==> src/rtl/calc_host_ctrl.sv <==
// calc_host_ctrl -- initiator for the calculator device command protocol.
//
// Takes one command (plus up to two operands) from a valid/ready request
// port, waits for the device to go idle, then serializes the command byte
// and the operands the command needs onto dev_cs/dev_din.  Commands with
// b_tx set wait for dev_drdy and return dev_dout on the response port.
// Every transaction ends with a single-cycle rsp_valid pulse.
//
// Ports:
//   clk, rst                    clock, synchronous active-high reset
//   req_valid/req_ready         request handshake (accept when both high)
//   req_cmd, req_op1, req_op2   command byte and operands (DW bits each)
//   rsp_valid                   one-cycle pulse: transaction finished
//   rsp_data                    device result (0 for commands without b_tx)
//   rsp_err                     timeout flag, qualified by rsp_valid
//   dev_cs, dev_din             device chip select and data input
//   dev_busy, dev_dout, dev_drdy device busy, result, result-ready
//   txn_cnt                     completed-transaction counter (wraps)
//
// Build option:
//   CALC_HOST_TIMEOUT_EN -- when defined, the read phase gives up after
//   TO_CYC cycles without dev_drdy, finishing with rsp_err=1, rsp_data=0.
//   When undefined the read phase waits indefinitely and rsp_err stays 0.

package cmd_bits;
  localparam int b_addop  = 0;
  localparam int b_subop  = 1;
  localparam int b_addres = 2;
  localparam int b_subres = 3;
  localparam int b_op_2   = 4;
  localparam int b_tx     = 5;
endpackage

module calc_host_ctrl
  import cmd_bits::*;
#(
  parameter int DW     = 8,
  parameter int TO_CYC = 255
) (
  input  logic          clk,
  input  logic          rst,
  input  logic          req_valid,
  output logic          req_ready,
  input  logic [DW-1:0] req_cmd,
  input  logic [DW-1:0] req_op1,
  input  logic [DW-1:0] req_op2,
  output logic          rsp_valid,
  output logic [DW-1:0] rsp_data,
  output logic          rsp_err,
  output logic          dev_cs,
  output logic [DW-1:0] dev_din,
  input  logic          dev_busy,
  input  logic [DW-1:0] dev_dout,
  input  logic          dev_drdy,
  output logic [15:0]   txn_cnt
);

`ifdef CALC_HOST_TIMEOUT_EN
  localparam bit TIMEOUT_EN = 1'b1;
`else
  localparam bit TIMEOUT_EN = 1'b0;
`endif

  // Timeout counter is at least 8 bits, wider if TO_CYC needs it.
  localparam int TO_W = (TO_CYC > 255) ? $clog2(TO_CYC + 1) : 8;
  // Counter value seen in the last permitted RD cycle (first RD cycle sees 0).
  localparam logic [TO_W-1:0] TO_LAST = TO_W'((TO_CYC > 0) ? (TO_CYC - 1) : 0);

  typedef enum logic [2:0] {
    S_IDLE,
    S_WAIT_BUSY,
    S_CMD,
    S_OP1,
    S_OP2,
    S_RD,
    S_DONE
  } state_t;

  state_t state_reg, state_next;

  logic [DW-1:0]   cmd_reg, op1_reg, op2_reg;
  logic [TO_W-1:0] to_cnt_reg, to_cnt_next;

  logic            req_ready_reg, req_ready_next;
  logic            dev_cs_reg, dev_cs_next;
  logic [DW-1:0]   dev_din_reg, dev_din_next;
  logic            rsp_valid_reg, rsp_valid_next;
  logic [DW-1:0]   rsp_data_reg, rsp_data_next;
  logic            rsp_err_reg, rsp_err_next;
  logic [15:0]     txn_cnt_reg, txn_cnt_next;

  logic accept;
  logic need_op1, need_op2, need_rd;
  logic timeout_hit;
  logic enter_cmd;

  // Handshake uses the registered ready so a request is only taken in a
  // cycle where req_ready is actually visible to the requester.
  assign accept   = (state_reg == S_IDLE) && req_valid && req_ready_reg;

  // Any arithmetic bit means one op1 byte, regardless of how many are set.
  assign need_op1 = cmd_reg[b_addop] | cmd_reg[b_subop] |
                    cmd_reg[b_addres] | cmd_reg[b_subres];
  assign need_op2 = cmd_reg[b_op_2];
  assign need_rd  = cmd_reg[b_tx];

  assign timeout_hit = TIMEOUT_EN && (to_cnt_reg == TO_LAST);
  assign enter_cmd   = (state_reg == S_WAIT_BUSY) && (state_next == S_CMD);

  // State and registered outputs.
  always_ff @(posedge clk) begin
    if (rst) begin
      state_reg     <= S_IDLE;
      cmd_reg       <= '0;
      op1_reg       <= '0;
      op2_reg       <= '0;
      to_cnt_reg    <= '0;
      req_ready_reg <= 1'b0;
      dev_cs_reg    <= 1'b0;
      dev_din_reg   <= '0;
      rsp_valid_reg <= 1'b0;
      rsp_data_reg  <= '0;
      rsp_err_reg   <= 1'b0;
      txn_cnt_reg   <= '0;
    end else begin
      state_reg     <= state_next;
      to_cnt_reg    <= to_cnt_next;
      req_ready_reg <= req_ready_next;
      dev_cs_reg    <= dev_cs_next;
      dev_din_reg   <= dev_din_next;
      rsp_valid_reg <= rsp_valid_next;
      rsp_data_reg  <= rsp_data_next;
      rsp_err_reg   <= rsp_err_next;
      txn_cnt_reg   <= txn_cnt_next;
      if (accept) begin
        cmd_reg <= req_cmd;
        op1_reg <= req_op1;
        op2_reg <= req_op2;
      end
    end
  end

  // Next-state logic.
  always_comb begin
    state_next = state_reg;
    unique case (state_reg)
      S_IDLE: begin
        if (accept) state_next = S_WAIT_BUSY;
      end
      S_WAIT_BUSY: begin
        if (!dev_busy) state_next = S_CMD;
      end
      S_CMD: begin
        if (need_op1)      state_next = S_OP1;
        else if (need_op2) state_next = S_OP2;
        else if (need_rd)  state_next = S_RD;
        else               state_next = S_DONE;
      end
      S_OP1: begin
        if (need_op2)      state_next = S_OP2;
        else if (need_rd)  state_next = S_RD;
        else               state_next = S_DONE;
      end
      S_OP2: begin
        if (need_rd) state_next = S_RD;
        else         state_next = S_DONE;
      end
      S_RD: begin
        if (dev_drdy || timeout_hit) state_next = S_DONE;
      end
      S_DONE: begin
        state_next = S_IDLE;
      end
      default: state_next = S_IDLE;
    endcase
  end

  // Output logic: values are computed for the state being entered so the
  // registered outputs line up with the state they belong to.
  always_comb begin
    req_ready_next = (state_next == S_IDLE);
    dev_cs_next    = (state_next == S_CMD);
    rsp_valid_next = (state_next == S_DONE);

    dev_din_next = '0;
    unique case (state_next)
      S_CMD:   dev_din_next = cmd_reg;
      S_OP1:   dev_din_next = op1_reg;
      S_OP2:   dev_din_next = op2_reg;
      default: dev_din_next = '0;
    endcase

    // Free-running in RD, zero everywhere else, so it starts at 0 on RD entry.
    to_cnt_next = (state_reg == S_RD) ? (to_cnt_reg + TO_W'(1)) : '0;

    rsp_data_next = rsp_data_reg;
    rsp_err_next  = rsp_err_reg;
    if (enter_cmd) begin
      rsp_err_next = 1'b0;
      if (!need_rd) rsp_data_next = '0;
    end
    if (state_reg == S_RD) begin
      if (dev_drdy) begin
        rsp_data_next = dev_dout;
        rsp_err_next  = 1'b0;
      end else if (timeout_hit) begin
        rsp_data_next = '0;
        rsp_err_next  = 1'b1;
      end
    end

    txn_cnt_next = txn_cnt_reg;
    if ((state_next == S_DONE) && (state_reg != S_DONE))
      txn_cnt_next = txn_cnt_reg + 16'd1;
  end

  assign req_ready = req_ready_reg;
  assign dev_cs    = dev_cs_reg;
  assign dev_din   = dev_din_reg;
  assign rsp_valid = rsp_valid_reg;
  assign rsp_data  = rsp_data_reg;
  assign rsp_err   = rsp_err_reg;
  assign txn_cnt   = txn_cnt_reg;

endmodule

==> config.mk <==
export PLATFORM = sky130hd
export DESIGN_NAME = calc_host_ctrl
export DESIGN_NICKNAME = d
export VERILOG_FILES = /design/src/rtl/calc_host_ctrl.sv
export SDC_FILE = /design/constraint.sdc
export NUM_CORES = 1
export LEC_CHECK = 0
export ABC_CLOCK_PERIOD_IN_PS = 2250
export CAP_MARGIN = 15
export CORE_MARGIN = 2
export CORE_UTILIZATION = 47
export CTS_CLUSTER_SIZE = 10
export DETAILED_ROUTE_END_ITERATION = 12
export PLACE_DENSITY = 0.76
export SYNTH_ARGS = -nofsm -noshare
export SYNTH_HDL_FRONTEND = slang
export SYNTH_SLANG_ARGS = --single-unit
export TNS_END_PERCENT = 20
==> constraint.sdc <==
create_clock -name clk -period 2.25 [get_ports clk]
set_clock_uncertainty 0.15 [all_clocks]
set_input_delay 0.3375 -clock clk [delete_from_list [all_inputs] [get_ports clk]]
set_output_delay 0.3375 -clock clk [all_outputs]
set_load 0.01 [all_outputs]
-- Word-level counts from Yosys, hierarchy flattened
Index checks and enable logic that the tools add are counted.
- register bits: 63
- latch bits: 0
- RAM bits: 0
- ROM bits: 0
- input bits: 37
- output and inout bits: 36
- logic and storage cells: 46
- memories kept: 0
- $add $sub $neg: 1
- multiply operators: 0
- divide/modulo/power cells: 0
- magnitude comparators: 0
- equality and inequality tests: 10
- shifts and indexed selects: 0
- multiplexer cells: 15
- bitwise gates (word level): 3
- reduce and logical (&&, ||, !) cells: 6
- operators by type and width (cell ; number):
    8-bit 2-to-1 mux ; 4
    8-bit one-hot mux with 3 select lines ; 1
    3-bit one-hot mux with 6 select lines ; 1
    16-bit by 1-bit adder with 16-bit output (second input constant) ; 1
    3-bit 2-to-1 mux ; 5
    3-bit by 2-bit == test with 1-bit output (second input constant) ; 4
    3-bit == test (second input constant) ; 4
    3-bit logical NOT ; 2
    1-bit logical AND ; 4
    3-bit by 1-bit == test with 1-bit output (second input constant) ; 1
    1-bit 2-to-1 mux ; 3
    3-bit != test (second input constant) ; 1
    1-bit bitwise OR ; 3
    2-bit 2-to-1 mux ; 1

-- Longest topological paths before layout
Gate-level depths: netlist of run 1.
- depth in word-level cells: 10
- mapped depth: 7
- gate-level depth less buffers: 5

-- Worst setup path after synthesis of run 1
Ideal clock, no wire load.
- path kind: reg-to-reg
- from: register state_reg[1]
- to: register txn_cnt_reg[15] (netlist: txn_cnt[15])
- setup time: 70 ps
- arrival time: 1789 ps
- data required time: 2030 ps
- setup slack: 240 ps
- cell stages (with the launch flop): 7
- path buffers: 1
- clock period less this slack: 2010 ps
- cell sequence: dfxtp_1 -> buf_6 -> nand2b_1 -> o32a_1 -> a211o_1 -> or4_1 -> a21oi_1
- longest elaborated chain between the ends: 7
- elaborated cells on any way between the ends: 15
- those cells by class: 7 x eq/ne; 4 x mux; 4 x reduce/logical
- RTL lines (item ; RTL line ; source):
    from (decl) ; 79 ; state_t state_reg, state_next;
    from (signal assigned) ; 126 ; state_reg <= state_next;
    3-bit logical NOT ; 99, 146 ;
    1-bit logical AND (2 in series) ; 99 ; assign accept = (state_reg == S_IDLE) && req_valid && req_ready_reg;
    3-bit 2-to-1 mux ; 148 ; if (accept) state_next = S_WAIT_BUSY;
    3-bit one-hot mux with 6 select lines ; 146 ; unique case (state_reg)
    3-bit == test ; 213 ; if ((state_next == S_DONE) && (state_reg != S_DONE))
    1-bit logical AND (*) ; 213 ;
    to (signal assigned) ; 134 ; txn_cnt_reg <= txn_cnt_next;
    to (decl) ; 90 ; logic [15:0] txn_cnt_reg, txn_cnt_next;
Mark *: on every way between the ends. The rest lies on a longest branch, timed or not.
A chain may end at the register's enable or synchronous reset.

-- Worst setup path after layout of run 1
Same ends and word-level chain as after synthesis.

==> results of run 1 <==
metrics by stage:
stage          utilization  instance area, sq um  setup TNS [ns]  hold slack (ns)  instances
5_1_grt             0.6843                  3517               0           0.3313        452
6_report            0.6843                  3517               0           0.3066        452
3_3_place_gp        0.6507                  3344         -0.7760           0.2861        437
4_1_cts             0.6835                  3513               0           0.3088        452
2_1_floorplan            -                  2519               0           0.2749        299
3_5_place_dp        0.6507                  3344          -1.169           0.2951        437
where the power goes:
part | internal [W] | total [W] | switching (W)
Clock | 0.000418 | 0.000832 | 0.000414
Sequential | 0.00123 | 0.00135 | 0.000114
Combinational | 0.000330 | 0.000705 | 0.000375
Total | 0.00198 | 0.00288 | 0.000902
cells by family (layout without fill, tap and decap cells):
family	Yosys count	in the layout
simple gates	124	124
compound gates	83	83
flops	63	63
buf+inv	23	106
mux	3	3
xor+xnor	2	2
fa+ha+maj	1	1
layout by cell type, fill, tap and decap left out, types with 10 or more instances in the layout:
cell type,synthesis,final
a21oi_1,38,38
a22oi_1,16,16
buf_4,0,13
clkbuf_8,0,10
clkdlybuf4s50_1,0,71
dfxtp_1,63,60
nand2_1,63,63
nor2_1,19,19
o21ai_0,17,17
metal layers:
layer	global-route usage	share of wire	up-vias
li1	-	-	1204
met1	0.2942	0.47	1071
met2	0.3496	0.45	79
met3	0.05059	0.058	21
met4	0.1196	0.023	0
met5	0	0	-
timing repair:
action	CTS	global route
gates resized for setup	1	3
gates cloned	0	0
setup endpoints to repair	5	19
critical path, stage by stage (launching register included):
cell and delay, ns:
dfxtp_2 0.38, nand2b_1 0.18, o32a_1 0.33, a211o_1 0.38, or4_1 0.49, a21oi_1 0.15
worst paths after layout:
| path | start | end | cells after the start |
|---|---|---|---|
| max | state_reg[1] | txn_cnt[15] | 5 |
| max reg2reg | state_reg[1] | txn_cnt[15] | 5 |
| min | op1_reg[1] | op1_reg[1] | 2 |
| min reg2reg | op1_reg[1] | op1_reg[1] | 2 |
final cells by class:
cell class	count	area, sq um
repair buffers	85	813.3
fillers	478	1623
multi-input cells	213	1165
clock buffers	11	141.4
well taps	70	87.58
flip-flops and latches	63	1265
inverters	6	22.52
clock inverters	4	22.52
==> results.yml, run 1 <==
global_routing:
  grt_pass1_vias: 2339
  grt_max_degree: 44
  grt_overflow: 0
  grt_usage: 0.2262
  antenna_found_initial: 0
  grt_pass1_wl_um: 10880
synth:
  synth_ff_type: "dfxtp_1"
  ys_warn_count: 0
  synth.top_cell.area_share: 0.5007
  ys_seq_area_frac: 0.5007
  yosys_register_bits: 63
  async_reset_ff_frac: 0
  synth_compound_area_frac: 0.1942
  muxShareOfSynthArea: 0.01292
  synth_cell_type_count: 39
  synth_edf_count: 0
  syn_avg_cell_area_sq_um: 8.424
  synth_cells: 299
  synthAdderAreaFrac: 0.004968
  yosys.area_share.simple: 0.2394
  ys_top_cells_by_count: "63 x dfxtp_1, 63 x nand2_1, 38 x a21oi_1, 19 x nor2_1, 17 x o21ai_0"
  yosys-top-cells-area: "dfxtp_1 50%, nand2_1 9.4%, a21oi_1 7.6%"
  synth_top_family_by_area: "simple AND/OR/NAND/NOR gates"
  netlist_area_sq_um: 2519
  synth_nets: 337
  synthXorXnorAreaFrac: 0.006955
  synth_top_area_cell: "dfxtp_1"
final_layout:
  nNetsFinal: 416
  diodes: 0
  largest_register_ffs: 16
  drive_gt1_frac: 0.1099
  area_growth_pct: 39.64
placement:
  hpwl_um: 4249
  io_buffers: 72
  dpl_worst_slack_ns: -0.1878
  gp_congestion: 0.8501
routing:
  first_pass_iters: 4
  ant_nets: 0
  first_iter_violations: 147
  via_count: 2375
  wirelength_um: 6285
  drc: 0
  vias_per_cell: 5.254
  wl_per_cell_um: 13.90
floorplan:
  die_h_um: 77.21
  ios: 73
  die-area_sq_um: 5961
  initial_utilization: 0.4900
  placementRows: 26
  core_sq_um: 5140
  die_width_um: 77.21
setup_path:
  worstPathRequired_ns: 2.37
  cp-end-kind: "flop"
  rrSetupSlack_ns: 0.13
  crit_type: "reg2reg"
  cp.arrival_ns: 2.24
  crit_fanout: 10
  cp-start-kind: "flop"
cts:
  cts_tree: "built"
  cts_made_buffers: 9
  cts.clk_slew.worst_paths_ns: 0.07
  cts_setup_buffers: 0
  h-tree-depth: 3
  hold_buffers: 0
  cts_root_buf: "clkbuf_8"
  clock_latency_ns: 0.34
  clkSinkCount: 63
  clock_path_buffers: 2
power_and_ir_drop:
  power.density_nw_per_um2: 819.7
  p_total_w: 0.002883
  leakage_nw: 1.209
  irDropWorstVdd_uv: 396.5
sta:
  min_period_over_period: 0.9434
  rsz0062_at_grt: "no"
  final_max_slew_viol_count: 0
  fin_ws_ns: 0.1273
  slew_headroom: 0.5136
  fmaxAchievable_mhz: 471.1
  setup_viol: 0
  worst_slew_pin_slew_ns: 0.7256
  fin_crit_ns: 2.123
  finalHoldViolCount: 0
run_status:
  status: "finished clean"
job:
  drv_cap: 0
hold_path:
  hold_class: "reg2reg"
Power figures use the tool's default switching activity.
==> inputs of run 2 (changes only) <==
CORE_UTILIZATION = 59   (was 47)
DONT_BUFFER_PORTS = 1   (was unset)
PLACE_DENSITY = 0.72   (was 0.76)
==> run 2 against run 1 <==
Compared with the run above: critical path depth unchanged; worst hold slack worse by 0.30 ns; sequential power about the same; first-iteration DRC count is 41% lower; largest cell class unchanged.
==> results.yml, run 2 (synthesized netlist as in run 1, its figures left out) <==
run_status:
  status: "finished clean"
routing:
  first_iter_violations: 87
  wl_per_cell_um: 14.75
  wirelength_um: 5605
  topRoutingLayerUsed: "met4"
  via_count: 2177
  ant_nets: 0
  met3WireLength_um: 355
  wl_met1_um: 2305
  first_pass_iters: 4
  wl_met2_um: 2794
  vias_per_cell: 5.729
  drc: 0
placement:
  io_buffers: 0
  hpwl_um: 3542
  gp_congestion: 0.7704
setup_path:
  rrSetupSlack_ns: 0.10
  cp-start-kind: "flop"
  critPathSlowestCell: "or4_1"
  cp-end-kind: "flop"
  crit_type: "reg2reg"
  worstPathRequired_ns: 2.37
  crit_fanout: 10
  cp.arrival_ns: 2.27
  cp_slowest_stage_delay_ns: 0.49
  ff2ff_path_depth: 5
  path_cells: "nor4_4, o31ai_1, a211o_1, or4_1, a21oi_1"
  r2r-start: "cmd_reg[0]"
  r2r-end: "txn_cnt[15]"
final_layout:
  mostFrequentLayoutCell: "nand2_1"
  multi_input_area_sq_um: 1174
  area_growth_pct: 20.37
  seqCellArea_sq_um: 1262
  num-fill-cells: 308
  largest_register_ffs: 16
  diodes: 0
  drive_gt1_frac: 0.1091
  final_cell_mix: "63 x nand2_1, 62 x dfxtp_1, 38 x a21oi_1"
  nNetsFinal: 363
power_and_ir_drop:
  p_total_w: 0.002920
  power.density_nw_per_um2: 963.2
  irDropWorstVdd_uv: 626.5
  leakage_nw: 1.047
floorplan:
  die_h_um: 69.34
  ios: 73
  core_sq_um: 4058
  die-area_sq_um: 4807
  placementRows: 23
  initial_utilization: 0.6207
  die_width_um: 69.34
hold_path:
  hold_class: "in2reg"
  min_from: "dev_dout[6]"
  hold_depth: 2
  min_to: "rsp_data[6]"
global_routing:
  grt_max_degree: 61
  grt_pass1_wl_um: 9287
  grt_usage: 0.2432
  antenna_found_initial: 0
  grt_pass1_vias: 2069
  grt_overflow: 0
sta:
  finalHoldViolCount: 0
  setup_viol: 0
  fmaxAchievable_mhz: 466.0
  slew_headroom: 0.5642
  fin_crit_ns: 2.146
  rsz0062_at_grt: "yes"
  worst_slew_pin_slew_ns: 0.6537
  hold_ws_ns: 0.009048
  min_period_over_period: 0.9537
  final_max_slew_viol_count: 0
cts:
  cts_setup_buffers: 0
  h-tree-depth: 3
  cts_root_buf: "clkbuf_8"
  clkSinkCount: 63
  cts.clk_slew.worst_paths_ns: 0.07
  clock_latency_ns: 0.34
  cts_made_buffers: 9
  cts_tree: "built"
  clock_path_buffers: 2
job:
  drv_cap: 0
## run 2: cell count changes in the layout (fill, tap and decap cells not counted), sizes merged
cell / delta
clkbuf: -1
clkdlybuf4s50: -71
bufinv: +1
dlygate4sd3: +24
buf: -6
clkinvlp: +1
## run 2: area by class of cell
class	instances	area share
sequential	63	0.4164
clock inverter	6	0.01981
tap	50	0.02064
timing repair buffer	32	0.1032
inverter	6	0.007429
clock buffer	10	0.04540
multi-input combinational	213	0.3871
## run 2: stage by stage
step | TNS, ns | setup slack, ns | util | instances | instance area [sq um]
2_1_floorplan | 0 | 0.2401 | - | 299 | 2519
3_3_place_gp | 0 | 0.1184 | 0.6306 | 339 | 2559
3_5_place_dp | 0 | 0.05307 | 0.6306 | 339 | 2559
4_1_cts | 0 | 0.02323 | 0.7434 | 380 | 3017
5_1_grt | -0.03219 | -0.03219 | 0.7471 | 380 | 3032
6_report | 0 | 0.1042 | 0.7471 | 380 | 3032
## run 2: worst max-delay path by stage
stage          depth (start not counted)           to    startpoint  slack (ns)
2_1_floorplan                          6  txn_cnt[15]  state_reg[1]        0.24
3_3_place_gp                           5  txn_cnt[15]    cmd_reg[0]        0.12
4_1_cts                                5  txn_cnt[15]    cmd_reg[0]        0.02
5_1_grt                                5  txn_cnt[15]    cmd_reg[0]       -0.03
6_report                               5  txn_cnt[15]    cmd_reg[0]        0.10
3_5_place_dp                           4   dev_din[5]  state_reg[1]        0.05
## run 2: worst max-delay path: cells and delay by family, from the launching register on
kind / cells / cell delay [ns]
compound gates: 3 / 0.71
flops: 1 / 0.34
simple gates: 2 / 0.87
## run 2: layer usage
| layer | track usage | vias to the layer above |
|---|---|---|
| li1 | - | 1098 |
| met1 | 0.2723 | 987 |
| met2 | 0.4017 | 75 |
| met3 | 0.09012 | 17 |
| met4 | 0.1285 | 0 |
| met5 | 0 | - |
## run 2: timing repair
item / in CTS / in global routing
hold endpoints to repair: 60 / 0
resized for setup: 0 / 3
endpoints found under the setup margin: 0 / 16
hold buffers: 25 / 0
## run 2: power by group
part	internal, W	total [W]	switching [W]
clock	0.000535	0.000963	0.000428
combinational	0.000261	0.000610	0.000349
sequential	0.00123	0.00135	0.000118
==> inputs of run 3 (changes only) <==
CTS_BUF_LIST = sky130_fd_sc_hd__clkbuf_8   (was unset)
PLACE_DENSITY = 0.75   (was 0.72)
==> run 3 against run 2 <==
Compared with the run above: via count decreased by 1.6%; critical path depth unchanged; critical path type unchanged; register-to-register slack gained 0.04 ns; sequential cell count stayed put.
==> results.yml, run 3 (synthesized netlist as in run 1, its figures left out) <==
run_status:
  status: "finished clean"
sta:
  fin_ws_ns: 0.1407
  fin_setup_tns_ns: 0
  fmaxAchievable_mhz: 474.1
  fin_crit_ns: 2.109
  worst_slew_pin_slew_ns: 0.6354
  min_period_over_period: 0.9375
  setup_viol: 0
  slew_headroom: 0.5741
  finalHoldViolCount: 0
  rsz0062_at_grt: "yes"
  final_max_slew_viol_count: 0
floorplan:
  initial_utilization: 0.6207
  ios: 73
  core_sq_um: 4058
  placementRows: 23
  die_h_um: 69.34
  die-area_sq_um: 4807
  die_width_um: 69.34
placement:
  dpl_worst_slack_ns: 0.03520
  dp_cells: 339
  io_buffers: 0
  hpwl_um: 3534
  gp_congestion: 0.8011
final_layout:
  final_cell_mix: "63 x nand2_1, 61 x dfxtp_1, 37 x a21oi_1"
  area_growth_pct: 17.34
  diodes: 0
  final_util: 0.7283
  num-fill-cells: 329
  mostFrequentLayoutCell: "nand2_1"
  largest_register_ffs: 16
  drive_gt1_frac: 0.1087
  instances_no_fill: 372
  nNetsFinal: 355
cts:
  clock_latency_ns: 0.33
  cts_setup_buffers: 0
  cts_made_buffers: 9
  h-tree-depth: 3
  clock_path_buffers: 2
  cts_root_buf: "clkbuf_8"
  cts_tree: "built"
  cts.clk_slew.worst_paths_ns: 0.07
  clkSinkCount: 63
setup_path:
  worstPathRequired_ns: 2.37
  cp.arrival_ns: 2.23
  crit_type: "reg2reg"
  cp_slowest_stage_delay_ns: 0.50
  cp-end-kind: "flop"
  cp-start-kind: "flop"
  crit_fanout: 10
  critPathSlowestCell: "or4_1"
  cp.buffers_inverters: 0
  path_cells: "nor4_2, o31ai_1, a211o_1, or4_1, a21oi_1"
  critPathTopFamily: "simple AND/OR/NAND/NOR gates"
global_routing:
  grt_pass1_vias: 2045
  grt_usage: 0.2352
  grt_overflow: 0
  grt_pass1_wl_um: 9128
  grt_max_degree: 61
  antenna_found_initial: 0
job:
  drv_cap: 0
routing:
  ant_nets: 0
  first_pass_iters: 5
  vias_per_cell: 5.758
  via_count: 2142
  wirelength_um: 5470
  drc: 0
  wl_per_cell_um: 14.70
  first_iter_violations: 127
power_and_ir_drop:
  irDropWorstVdd_uv: 446.6
  leakage_nw: 1.028
  p_total_w: 0.002940
  power.density_nw_per_um2: 994.7
hold_path:
  hold_class: "in2reg"
run 3: cell types whose count changed in the layout (fill, tap and decap cells not counted):
cell / change
dfxtp_1: -1
a21oi_2: +1
clkbuf_8: -1
clkinvlp_4: -2
bufinv_16: +1
a21oi_1: -1
inv_1: +3
nor4_4: -1
dfxtp_2: +1
clkinv_2: -1
nor4_2: +1
dlygate4sd3_1: -8
run 3: routing by layer:
layer	up-vias	part of all wire	track usage
li1	1085	-	-
met1	984	0.43	0.2856
met5	-	0	0
met4	0	0.022	0.1046
met2	61	0.49	0.3868
met3	12	0.061	0.06831
run 3: timing repair:
action                                  CTS  global route
resized for setup                         0             4
endpoints found under the hold margin    60             0
hold buffers                             17             0
endpoints found under the setup margin    0            17
run 3: path summary, 6_finish.rpt:
check | start | to | slack (ns) | cells past startpoint
worst min-delay path | req_cmd[7] | cmd_reg[7] | 0.01 | 2
worst min register to register | op2_reg[7] | dev_din[7] | 0.31 | 2
worst max-delay path | cmd_reg[0] | txn_cnt[15] | 0.14 | 5
worst max register to register | cmd_reg[0] | txn_cnt[15] | 0.14 | 5
run 3: through the flow:
step	hold slack, ns	cell area [sq um]
2_1_floorplan	0.2749	2519
3_3_place_gp	0.2611	2559
3_5_place_dp	0.2640	2559
4_1_cts	0.001003	2944
5_1_grt	0.004974	2955
6_report	0.01122	2955
run 3: power by group:
group | total, W | leakage (nW) | internal (W) | switching (W)
Clock | 0.00101 | 0.117 | 0.000608 | 0.000401
Combinational | 0.000579 | 0.401 | 0.000241 | 0.000337
Sequential | 0.00135 | 0.510 | 0.00123 | 0.000121
Total | 0.00294 | 1.03 | 0.00208 | 0.000858
run 3: area by class of cell:
| type | instances | area [sq um] | share of cell area |
|---|---|---|---|
| clock buffers | 9 | 123.9 | 0.04191 |
| clock inverters | 7 | 81.33 | 0.02752 |
| inverters | 6 | 22.52 | 0.007621 |
| multi-input cells | 213 | 1169 | 0.3954 |
| flip-flops and latches | 63 | 1264 | 0.4276 |
| well taps | 50 | 62.56 | 0.02117 |
| repair buffers | 24 | 232.7 | 0.07875 |
